$ cat config.mk
export PLATFORM = sky130hd
export DESIGN_NAME = idelay_load_sched_flat
export DESIGN_NICKNAME = d
export VERILOG_FILES = /design/src/rtl/idelay_load_sched_pkg.sv /design/src/rtl/idelay_load_sched_if.sv /design/src/rtl/idelay_req_fifo.sv /design/src/rtl/idelay_load_sched.sv /design/src/flat_wrapper.sv
export SDC_FILE = /design/constraint.sdc
export NUM_CORES = 1
export LEC_CHECK = 0
export ABC_CLOCK_PERIOD_IN_PS = 2260
export CORE_UTILIZATION = 52
export CTS_CLUSTER_DIAMETER = 60
export DETAILED_ROUTE_END_ITERATION = 8
export GPL_ROUTABILITY_DRIVEN = 0
export HOLD_SLACK_MARGIN = 0.15
export PLACE_DENSITY = 0.78
export RECOVER_POWER = 100
export SYNTH_ARGS = -nofsm -noshare
export SYNTH_HDL_FRONTEND = slang
export SYNTH_SLANG_ARGS = --single-unit
$ cat constraint.sdc
create_clock -name clk -period 2.26 [get_ports clk]
set_clock_uncertainty 0.15 [all_clocks]
set_input_delay 0.339 -clock clk [delete_from_list [all_inputs] [get_ports clk]]
set_output_delay 0.339 -clock clk [all_outputs]
set_load 0.01 [all_outputs]
$ cat src/rtl/idelay_load_sched_pkg.sv
// ----------------------------------------------------------------------------
// idelay_load_sched_pkg
// Shared definitions for the IDELAYE2 load scheduler:
//   DLY_W   - width of one IDELAYE2 tap value
//   state_t - scheduler FSM encoding (plain localparam constants)
//   clog2   - ceil(log2(value)) for sizing pointers and counters
// ----------------------------------------------------------------------------
package idelay_load_sched_pkg;

  localparam int DLY_W = 5;

  typedef logic [1:0] state_t;

  localparam state_t ST_IDLE   = 2'd0;
  localparam state_t ST_APPLY  = 2'd1;
  localparam state_t ST_SETTLE = 2'd2;
  localparam state_t ST_DONE   = 2'd3;

  // Returns 0 for values <= 1, so callers clamp the result to at least 1 bit.
  function automatic int clog2(input int value);
    int result;
    int v;
    result = 0;
    v = value - 1;
    while (v > 0) begin
      result = result + 1;
      v = v >>> 1;
    end
    return result;
  endfunction

endpackage

$ cat src/rtl/idelay_load_sched_if.sv
// ----------------------------------------------------------------------------
// idelay_load_sched_if
// Write-request channel into the delay load scheduler.
//   wr_valid - request valid (master -> slave)
//   wr_ready - request accepted when high together with wr_valid (slave -> master)
//   wr_lane  - target lane index
//   wr_delay - tap value to load into that lane
// LANE_BITS must match the LANE_BITS of the scheduler it is connected to.
// ----------------------------------------------------------------------------
interface idelay_load_sched_if #(
  parameter int LANE_BITS = 3
);
  import idelay_load_sched_pkg::*;

  logic                 wr_valid;
  logic                 wr_ready;
  logic [LANE_BITS-1:0] wr_lane;
  logic [DLY_W-1:0]     wr_delay;

  modport master (
    output wr_valid,
    output wr_lane,
    output wr_delay,
    input  wr_ready
  );

  modport slave (
    input  wr_valid,
    input  wr_lane,
    input  wr_delay,
    output wr_ready
  );

endinterface

$ cat src/rtl/idelay_req_fifo.sv
// ----------------------------------------------------------------------------
// idelay_req_fifo
// Generic synchronous FIFO with full/empty flags and a show-ahead read port.
//   clk, rst_n - clock, asynchronous active-low reset (empties the FIFO)
//   push       - write push_data (ignored when full unless popping the same cycle)
//   pop        - discard the head entry (ignored when empty)
//   pop_data   - current head entry, valid whenever empty is low
//   full       - DEPTH entries stored
//   empty      - no entries stored
// DEPTH must be a power of two so the pointers wrap naturally.
// ----------------------------------------------------------------------------
module idelay_req_fifo
  import idelay_load_sched_pkg::*;
#(
  parameter int WIDTH = 8,
  parameter int DEPTH = 4
) (
  input  logic             clk,
  input  logic             rst_n,
  input  logic             push,
  input  logic [WIDTH-1:0] push_data,
  input  logic             pop,
  output logic [WIDTH-1:0] pop_data,
  output logic             full,
  output logic             empty
);

  localparam int AW = (clog2(DEPTH) > 0) ? clog2(DEPTH) : 1;

  logic [WIDTH-1:0] mem [DEPTH];
  logic [AW-1:0]    wr_ptr;
  logic [AW-1:0]    rd_ptr;
  logic [AW:0]      count;
  logic             do_push;
  logic             do_pop;

  assign full     = (count == (AW+1)'(DEPTH));
  assign empty    = (count == '0);
  assign do_pop   = pop && !empty;
  // A full FIFO can still take a new entry when the head leaves in the same cycle.
  assign do_push  = push && (!full || do_pop);
  assign pop_data = mem[rd_ptr];

  always_ff @(posedge clk) begin
    if (do_push) begin
      mem[wr_ptr] <= push_data;
    end
  end

  always_ff @(posedge clk or negedge rst_n) begin
    if (!rst_n) begin
      wr_ptr <= '0;
      rd_ptr <= '0;
      count  <= '0;
    end else begin
      if (do_push) begin
        wr_ptr <= wr_ptr + 1'b1;
      end
      if (do_pop) begin
        rd_ptr <= rd_ptr + 1'b1;
      end
      case ({do_push, do_pop})
        2'b10:   count <= count + 1'b1;
        2'b01:   count <= count - 1'b1;
        default: count <= count;
      endcase
    end
  end

endmodule

$ cat src/rtl/idelay_load_sched.sv
// ----------------------------------------------------------------------------
// idelay_load_sched
// Schedules delay updates for IDELAYE2 wrappers in VAR_LOAD_PIPE mode.
// Buffered per-lane writes are serialized onto a shared 5-bit delay bus with a
// one-cycle per-lane load strobe; an apply request then issues one common
// transfer strobe so every lane switches delay on the same clock.
//   clk, rst_n - clock shared with the wrappers, asynchronous active-low reset
//   wr_if      - write-request channel (lane, tap value, valid/ready)
//   apply      - request a common transfer (pulse or level)
//   busy       - work outstanding (sequence running, FIFO non-empty or apply pending)
//   done       - one-cycle pulse at the end of an apply sequence
//   wr_err     - sticky: a write named a lane >= NUM_LANES
//   dly_delay  - shared tap bus to all wrappers
//   dly_ld     - per-lane pipeline-load strobe (at most one-hot)
//   dly_set    - common transfer strobe
//   rd_lane    - shadow readback select
//   rd_delay   - shadow tap value of rd_lane, 0 for lanes that do not exist
// ----------------------------------------------------------------------------
module idelay_load_sched
  import idelay_load_sched_pkg::*;
#(
  parameter int NUM_LANES     = 8,
  parameter int LANE_BITS     = 3,
  parameter int FIFO_DEPTH    = 4,
  parameter int SETTLE_CYCLES = 4,
  parameter int DELAY_INIT    = 0
) (
  input  logic                 clk,
  input  logic                 rst_n,
  idelay_load_sched_if.slave   wr_if,
  input  logic                 apply,
  output logic                 busy,
  output logic                 done,
  output logic                 wr_err,
  output logic [DLY_W-1:0]     dly_delay,
  output logic [NUM_LANES-1:0] dly_ld,
  output logic                 dly_set,
  input  logic [LANE_BITS-1:0] rd_lane,
  output logic [DLY_W-1:0]     rd_delay
);

  localparam int ENTRY_W     = LANE_BITS + DLY_W;
  localparam int CNT_W       = (clog2(SETTLE_CYCLES + 1) > 0) ? clog2(SETTLE_CYCLES + 1) : 1;
  localparam int SETTLE_LAST = (SETTLE_CYCLES > 0) ? SETTLE_CYCLES - 1 : 0;

  state_t               state;
  logic [CNT_W-1:0]     settle_cnt;
  logic                 apply_pending;
  logic                 start_apply;

  logic                 fifo_full;
  logic                 fifo_empty;
  logic                 fifo_push;
  logic                 fifo_pop;
  logic [ENTRY_W-1:0]   fifo_dout;

  logic [LANE_BITS-1:0] pop_lane;
  logic [DLY_W-1:0]     pop_delay;
  logic [NUM_LANES-1:0] pop_onehot;
  logic                 pop_hit;

  logic [DLY_W-1:0]     shadow [NUM_LANES];

  assign wr_if.wr_ready = !fifo_full;
  assign fifo_push      = wr_if.wr_valid && !fifo_full;
  assign fifo_pop       = (state == ST_IDLE) && !fifo_empty;
  // Queued writes win over apply: a transfer only starts once nothing is left to load.
  assign start_apply    = (state == ST_IDLE) && fifo_empty && apply_pending;

  idelay_req_fifo #(
    .WIDTH (ENTRY_W),
    .DEPTH (FIFO_DEPTH)
  ) u_req_fifo (
    .clk       (clk),
    .rst_n     (rst_n),
    .push      (fifo_push),
    .push_data ({wr_if.wr_lane, wr_if.wr_delay}),
    .pop       (fifo_pop),
    .pop_data  (fifo_dout),
    .full      (fifo_full),
    .empty     (fifo_empty)
  );

  assign pop_lane  = fifo_dout[DLY_W +: LANE_BITS];
  assign pop_delay = fifo_dout[DLY_W-1:0];

  // Lane decode doubles as the range check: an index past NUM_LANES matches no bit.
  always_comb begin
    pop_onehot = '0;
    for (int i = 0; i < NUM_LANES; i++) begin
      pop_onehot[i] = (pop_lane == LANE_BITS'(i));
    end
  end

  assign pop_hit = |pop_onehot;

  always_comb begin
    rd_delay = '0;
    for (int i = 0; i < NUM_LANES; i++) begin
      if (rd_lane == LANE_BITS'(i)) begin
        rd_delay = shadow[i];
      end
    end
  end

  // Load stage: the entry popped this cycle drives the bus and strobe next cycle,
  // and the shadow copy is updated on the same edge.
  always_ff @(posedge clk or negedge rst_n) begin
    if (!rst_n) begin
      dly_ld    <= '0;
      dly_delay <= '0;
      wr_err    <= 1'b0;
      for (int i = 0; i < NUM_LANES; i++) begin
        shadow[i] <= DLY_W'(DELAY_INIT);
      end
    end else begin
      dly_ld <= fifo_pop ? pop_onehot : '0;
      if (fifo_pop && pop_hit) begin
        dly_delay <= pop_delay;
      end
      if (fifo_pop && !pop_hit) begin
        wr_err <= 1'b1;
      end
      for (int i = 0; i < NUM_LANES; i++) begin
        if (fifo_pop && pop_onehot[i]) begin
          shadow[i] <= pop_delay;
        end
      end
    end
  end

  // Apply sequencer. An apply seen on the start cycle (or later) re-arms
  // apply_pending and produces a second full sequence.
  always_ff @(posedge clk or negedge rst_n) begin
    if (!rst_n) begin
      state         <= ST_IDLE;
      settle_cnt    <= '0;
      apply_pending <= 1'b0;
    end else begin
      apply_pending <= (apply_pending && !start_apply) || apply;
      case (state)
        ST_IDLE: begin
          if (start_apply) begin
            state <= ST_APPLY;
          end
        end
        ST_APPLY: begin
          settle_cnt <= '0;
          state      <= (SETTLE_CYCLES == 0) ? ST_DONE : ST_SETTLE;
        end
        ST_SETTLE: begin
          if (settle_cnt == CNT_W'(SETTLE_LAST)) begin
            state <= ST_DONE;
          end else begin
            settle_cnt <= settle_cnt + 1'b1;
          end
        end
        ST_DONE: begin
          state <= ST_IDLE;
        end
        default: begin
          state <= ST_IDLE;
        end
      endcase
    end
  end

  assign dly_set = (state == ST_APPLY);
  assign done    = (state == ST_DONE);
  assign busy    = (state != ST_IDLE) || !fifo_empty || apply_pending;

endmodule

$ cat src/flat_wrapper.sv
// flat-port wrapper written by rule: the top's interface ports become plain ports
module idelay_load_sched_flat import idelay_load_sched_pkg::*;
#(
  parameter int NUM_LANES     = 8,
  parameter int LANE_BITS     = 3,
  parameter int FIFO_DEPTH    = 4,
  parameter int SETTLE_CYCLES = 4,
  parameter int DELAY_INIT    = 0
)
  (clk, rst_n, apply, busy, done, wr_err, dly_delay, dly_ld, dly_set, rd_lane, rd_delay, wr_if_wr_valid, wr_if_wr_lane, wr_if_wr_delay, wr_if_wr_ready);
  idelay_load_sched_if #(.LANE_BITS(LANE_BITS)) wr_if_i ();
  input  logic clk;
  input  logic rst_n;
  input  logic apply;
  output logic busy;
  output logic done;
  output logic wr_err;
  output logic [DLY_W-1:0] dly_delay;
  output logic [NUM_LANES-1:0] dly_ld;
  output logic dly_set;
  input  logic [LANE_BITS-1:0] rd_lane;
  output logic [DLY_W-1:0] rd_delay;
  input wire logic [$bits(wr_if_i.wr_valid)-1:0] wr_if_wr_valid;
  input wire logic [$bits(wr_if_i.wr_lane)-1:0] wr_if_wr_lane;
  input wire logic [$bits(wr_if_i.wr_delay)-1:0] wr_if_wr_delay;
  output wire logic [$bits(wr_if_i.wr_ready)-1:0] wr_if_wr_ready;
  assign wr_if_i.wr_valid = wr_if_wr_valid;
  assign wr_if_i.wr_lane = wr_if_wr_lane;
  assign wr_if_i.wr_delay = wr_if_wr_delay;
  assign wr_if_wr_ready = wr_if_i.wr_ready;
  idelay_load_sched #(.NUM_LANES(NUM_LANES), .LANE_BITS(LANE_BITS), .FIFO_DEPTH(FIFO_DEPTH), .SETTLE_CYCLES(SETTLE_CYCLES), .DELAY_INIT(DELAY_INIT)) u_core (.clk(clk), .rst_n(rst_n), .wr_if(wr_if_i), .apply(apply), .busy(busy), .done(done), .wr_err(wr_err), .dly_delay(dly_delay), .dly_ld(dly_ld), .dly_set(dly_set), .rd_lane(rd_lane), .rd_delay(rd_delay));
endmodule
==> summary.md <==
| Metric | Value |
|---|---|
| Worst path required time | 1.77 ns |
| WL final | 8310 microns |
| P_leak | 2.28 nW |
| Finished Layout Cells | 480 |
| Logic pwr share | 0.395 |
| DRT Pass-1 Iters | 4 |
| Crit start category | flip-flop |
| Initial Util | 0.537 |
| Flops & latches, synth | 99 |
| Slew Viols, Final | 0 |
| Pin count of the biggest net entering global routing | 28 |
| Crit path DAT | 1.72 ns |
| Wire per inst | 17.3 microns |
| TritonCTS buffer count | 9 |
| Clock network power share | 0.165 |
| Synth cell types | 41 |
| Core outline area | 0.00818 sq mm |
| GRT Residual Overflow | 0 |
| Clock Path Buffers | 2 |
| Critical R2R Capture | u_core.shadow[23] |
| Critical path capture point type | output pin |
| Mapped Cells | 305 |
| Final Hold Vio Count | 0 |
| Status | complete, no violations |
| Fill count | 633 |
| Clk_lat worst skew | ~0.36 ns |
| Tcrit/Tclk final | 0.977 |
| # DRC | 0 |
| Worst Hold Path EP | u_core.wr_err |
| Hold path start | u_core.wr_err |
| Worst r2r src | u_core.u_req_fifo.count[0] |
| Clock sinks | 99 |
| Total Die Area | 0.00882 sq mm |
| Synth Net Count | 333 |
| Sequential-to-total area share from yosys stat | 0.600 |
| RSZ-0062 raised after global routing | yes |
| Ys flop type | dfrtp_1 |
| Synth warnings | 0 |
| ANT nets after route | 0 |
| Antenna Cells | 0 |
| Synth Area per Inst | 14.4 sq um |
| Net Sw Frac | 0.337 |
| Asr flop ratio synth | 0.677 |
| Syn Std Cell Area | 0.00439 sq mm |
| Layout area overhead | 19.6% |
| Max_cap viols | 0 |
| CTS tree | yes |
| Cells after DPL | about 460 |
| Detailed Route Iter0 Violations | between 90 and 100 |
| Hold depth | 0 |
| Flop pwr share | 0.440 |
| Setup-failing EPs final | 0 |
| Worst hold path type | flip-flop to flip-flop |
| Total GRT Usage | 0.210 |
| Number of global-route vias before repair | 2734 |
| Drt via density | 5.41 |
| Most frequent cells in the layout | 66 x dfrtp_1, 33 x mux2_2, 32 x edfxtp_1 |
| Clk Tree Root Cell | clkbuf_8 |
| Total chip power | roughly 0.0067 W |
| Share of cells above drive strength 1 | 0.293 |
| Power Dens Cells | ~1300 mW/mm^2 |
| Die height | between 90 and 100 microns |
| IO buf count | 37 |
| Ports | 38 |
| Pint | 0.00443 W |
| First-pass GRT wire length | 13600 microns |
| Worst hold margin | 0.231 ns |
| R2R depth | 6 |
| Most common cell after layout, fill and taps aside | dfrtp_1 |
| EDFF count, synth | 32 |
| Reg clk slew, reported paths | 0.09 ns |
| Vias | 2597 |
| Max Fclk | 453 MHz |
| Die X | 93.9 microns |
| Net Switching | 0.00225 W |
| Row cnt | 33 |
| Reg-to-reg setup timing slack | 0.06 ns |
| HPWL after detailed placement | about 5900 microns |
| Crit-path max FO | 2 |
| Worst Tran Pin Value | 0.664 ns |
| Slew HR | 0.558 |
| H-tree lvl count | 3 |
| Setup ws final | 0.0527 ns |
| Setup CP Type | flip-flop to output pin |
| Nets | 398 |
| Period minus WS final | 2.21 ns |
| Initial antenna violation count | 0 |
| Maximum vdd drop | 0.664 mV |
| Worst slack, placed | -0.487 ns |
## power by group through the flow
| stage | sequential [W] | combinational (W) | clock [W] |
|---|---|---|---|
| floorplan | 0.00282 | 0.00177 | 0 |
| global placement | 0.00295 | 0.00248 | 0 |
| CTS | 0.00294 | 0.00260 | 0.00114 |
| finish | 0.00294 | 0.00264 | 0.00110 |
| detailed placement | 0.00297 | 0.00257 | 0 |
| global route | 0.00301 | 0.00290 | 0.00120 |
## worst max path at each step
stage                                     from                         end  slack [ns]
detailed placement                  rd_lane[0]                 rd_delay[3]       -0.49
floorplan           u_core.u_req_fifo.count[0]  u_core.u_req_fifo.count[2]        0.09
CTS                          u_core.shadow[33]                 rd_delay[3]        0.03
global route        u_core.u_req_fifo.count[0]  u_core.u_req_fifo.count[2]       -0.08
global placement                    rd_lane[0]                 rd_delay[3]       -0.43
finish                       u_core.shadow[39]                 rd_delay[4]        0.05
## final cells by class
type	instances	area, sq um	share of cell area
clock inverter	7	68.8	0.0131
inverter	16	60.1	0.0114
clock buffer	9	124	0.0236
tap	105	131	0.0250
multi-input combinational	179	1660	0.316
timing repair buffer	65	571	0.109
sequential	99	2640	0.502
## repair_timing
item | in CTS | in global routing
gates cloned | 0 | 0
endpoints found under the hold margin | 25 | 0
endpoints found under the setup margin | 7 | 7
hold buffers | 1 | 0
pin swaps | 1 | 2
gates resized for setup | 17 | 9
buffers inserted | 1 | 4
## metal layers
metal  track usage  routed length, microns  up-vias
met2         0.349                    4160       59
met5             0                       0        -
li1              -                       -     1222
met3        0.0413                     289       16
met4        0.0987                     192        0
met1         0.264                    3670     1300
## synthesized netlist by cell type (2+ instances only)
| master | count | area (sq um) |
|---|---|---|
| a2bb2oi_1 | 5 | 43.8 |
| ha_1 | 12 | 150 |
| nand3_1 | 2 | 10.0 |
| edfxtp_1 | 32 | 961 |
| o21ai_0 | 7 | 35.0 |
| nor2b_1 | 6 | 37.5 |
| or2_1 | 3 | 18.8 |
| inv_1 | 15 | 56.3 |
| mux2_2 | 33 | 372 |
| nand2_1 | 31 | 116 |
| dfrtp_1 | 67 | 1680 |
| clkbuf_1 | 6 | 22.5 |
| buf_6 | 3 | 33.8 |
| mux2i_1 | 11 | 110 |
| o211ai_1 | 10 | 75.1 |
| mux4_1 | 3 | 78.8 |
| nor2_1 | 3 | 11.3 |
| nor2_4 | 2 | 22.5 |
| nand2b_1 | 4 | 25.0 |
| nor2_2 | 2 | 12.5 |
| xor2_1 | 2 | 17.5 |
| mux2_4 | 10 | 150 |
| a22o_1 | 6 | 52.6 |
| mux4_2 | 5 | 113 |
| xnor2_1 | 5 | 43.8 |
| and3_1 | 5 | 31.3 |
## logic make-up after synthesis
family | after synthesis | synth area share
AO/OA/AOI/OAI | 34 | 0.0584
XOR/XNOR | 7 | 0.0140
adder cells (fa/ha/maj) | 13 | 0.0387
buffers and inverters | 27 | 0.0288
flip-flops | 99 | 0.600
multiplexers | 62 | 0.187
AND/OR/NAND/NOR | 63 | 0.0723
## through the flow
step | area [sq um] | utilization | TNS (ns)
2_1_floorplan | 4390 | - | 0
3_3_place_gp | 5030 | 0.615 | -1.99
3_5_place_dp | 5030 | 0.615 | -2.09
4_1_cts | 5250 | 0.642 | 0
5_1_grt | 5250 | 0.643 | -0.373
6_report | 5250 | 0.643 | 0
## sequential cells by signal, summed over array words and instances (netlist names)
register,count
u_core.shadow,40
u_core.u_req_fifo.mem,32
u_core.dly_ld,8
u_core.dly_delay,5
u_core.settle_cnt,3
u_core.u_req_fifo.count,3
u_core.state,2
u_core.u_req_fifo.rd_ptr,2
u_core.u_req_fifo.wr_ptr,2
u_core.apply_pending,1
u_core.wr_err,1
## worst max-delay path, stage by stage, from the launching register on
cell	delay (ns)
dfrtp_1	0.41
mux2i_1	0.20
a2bb2oi_2	0.18
o211ai_1	0.09
a22o_1	0.21
dlygate4sd2_1	0.28
No activity file was read; power rests on OpenSTA's default activity.
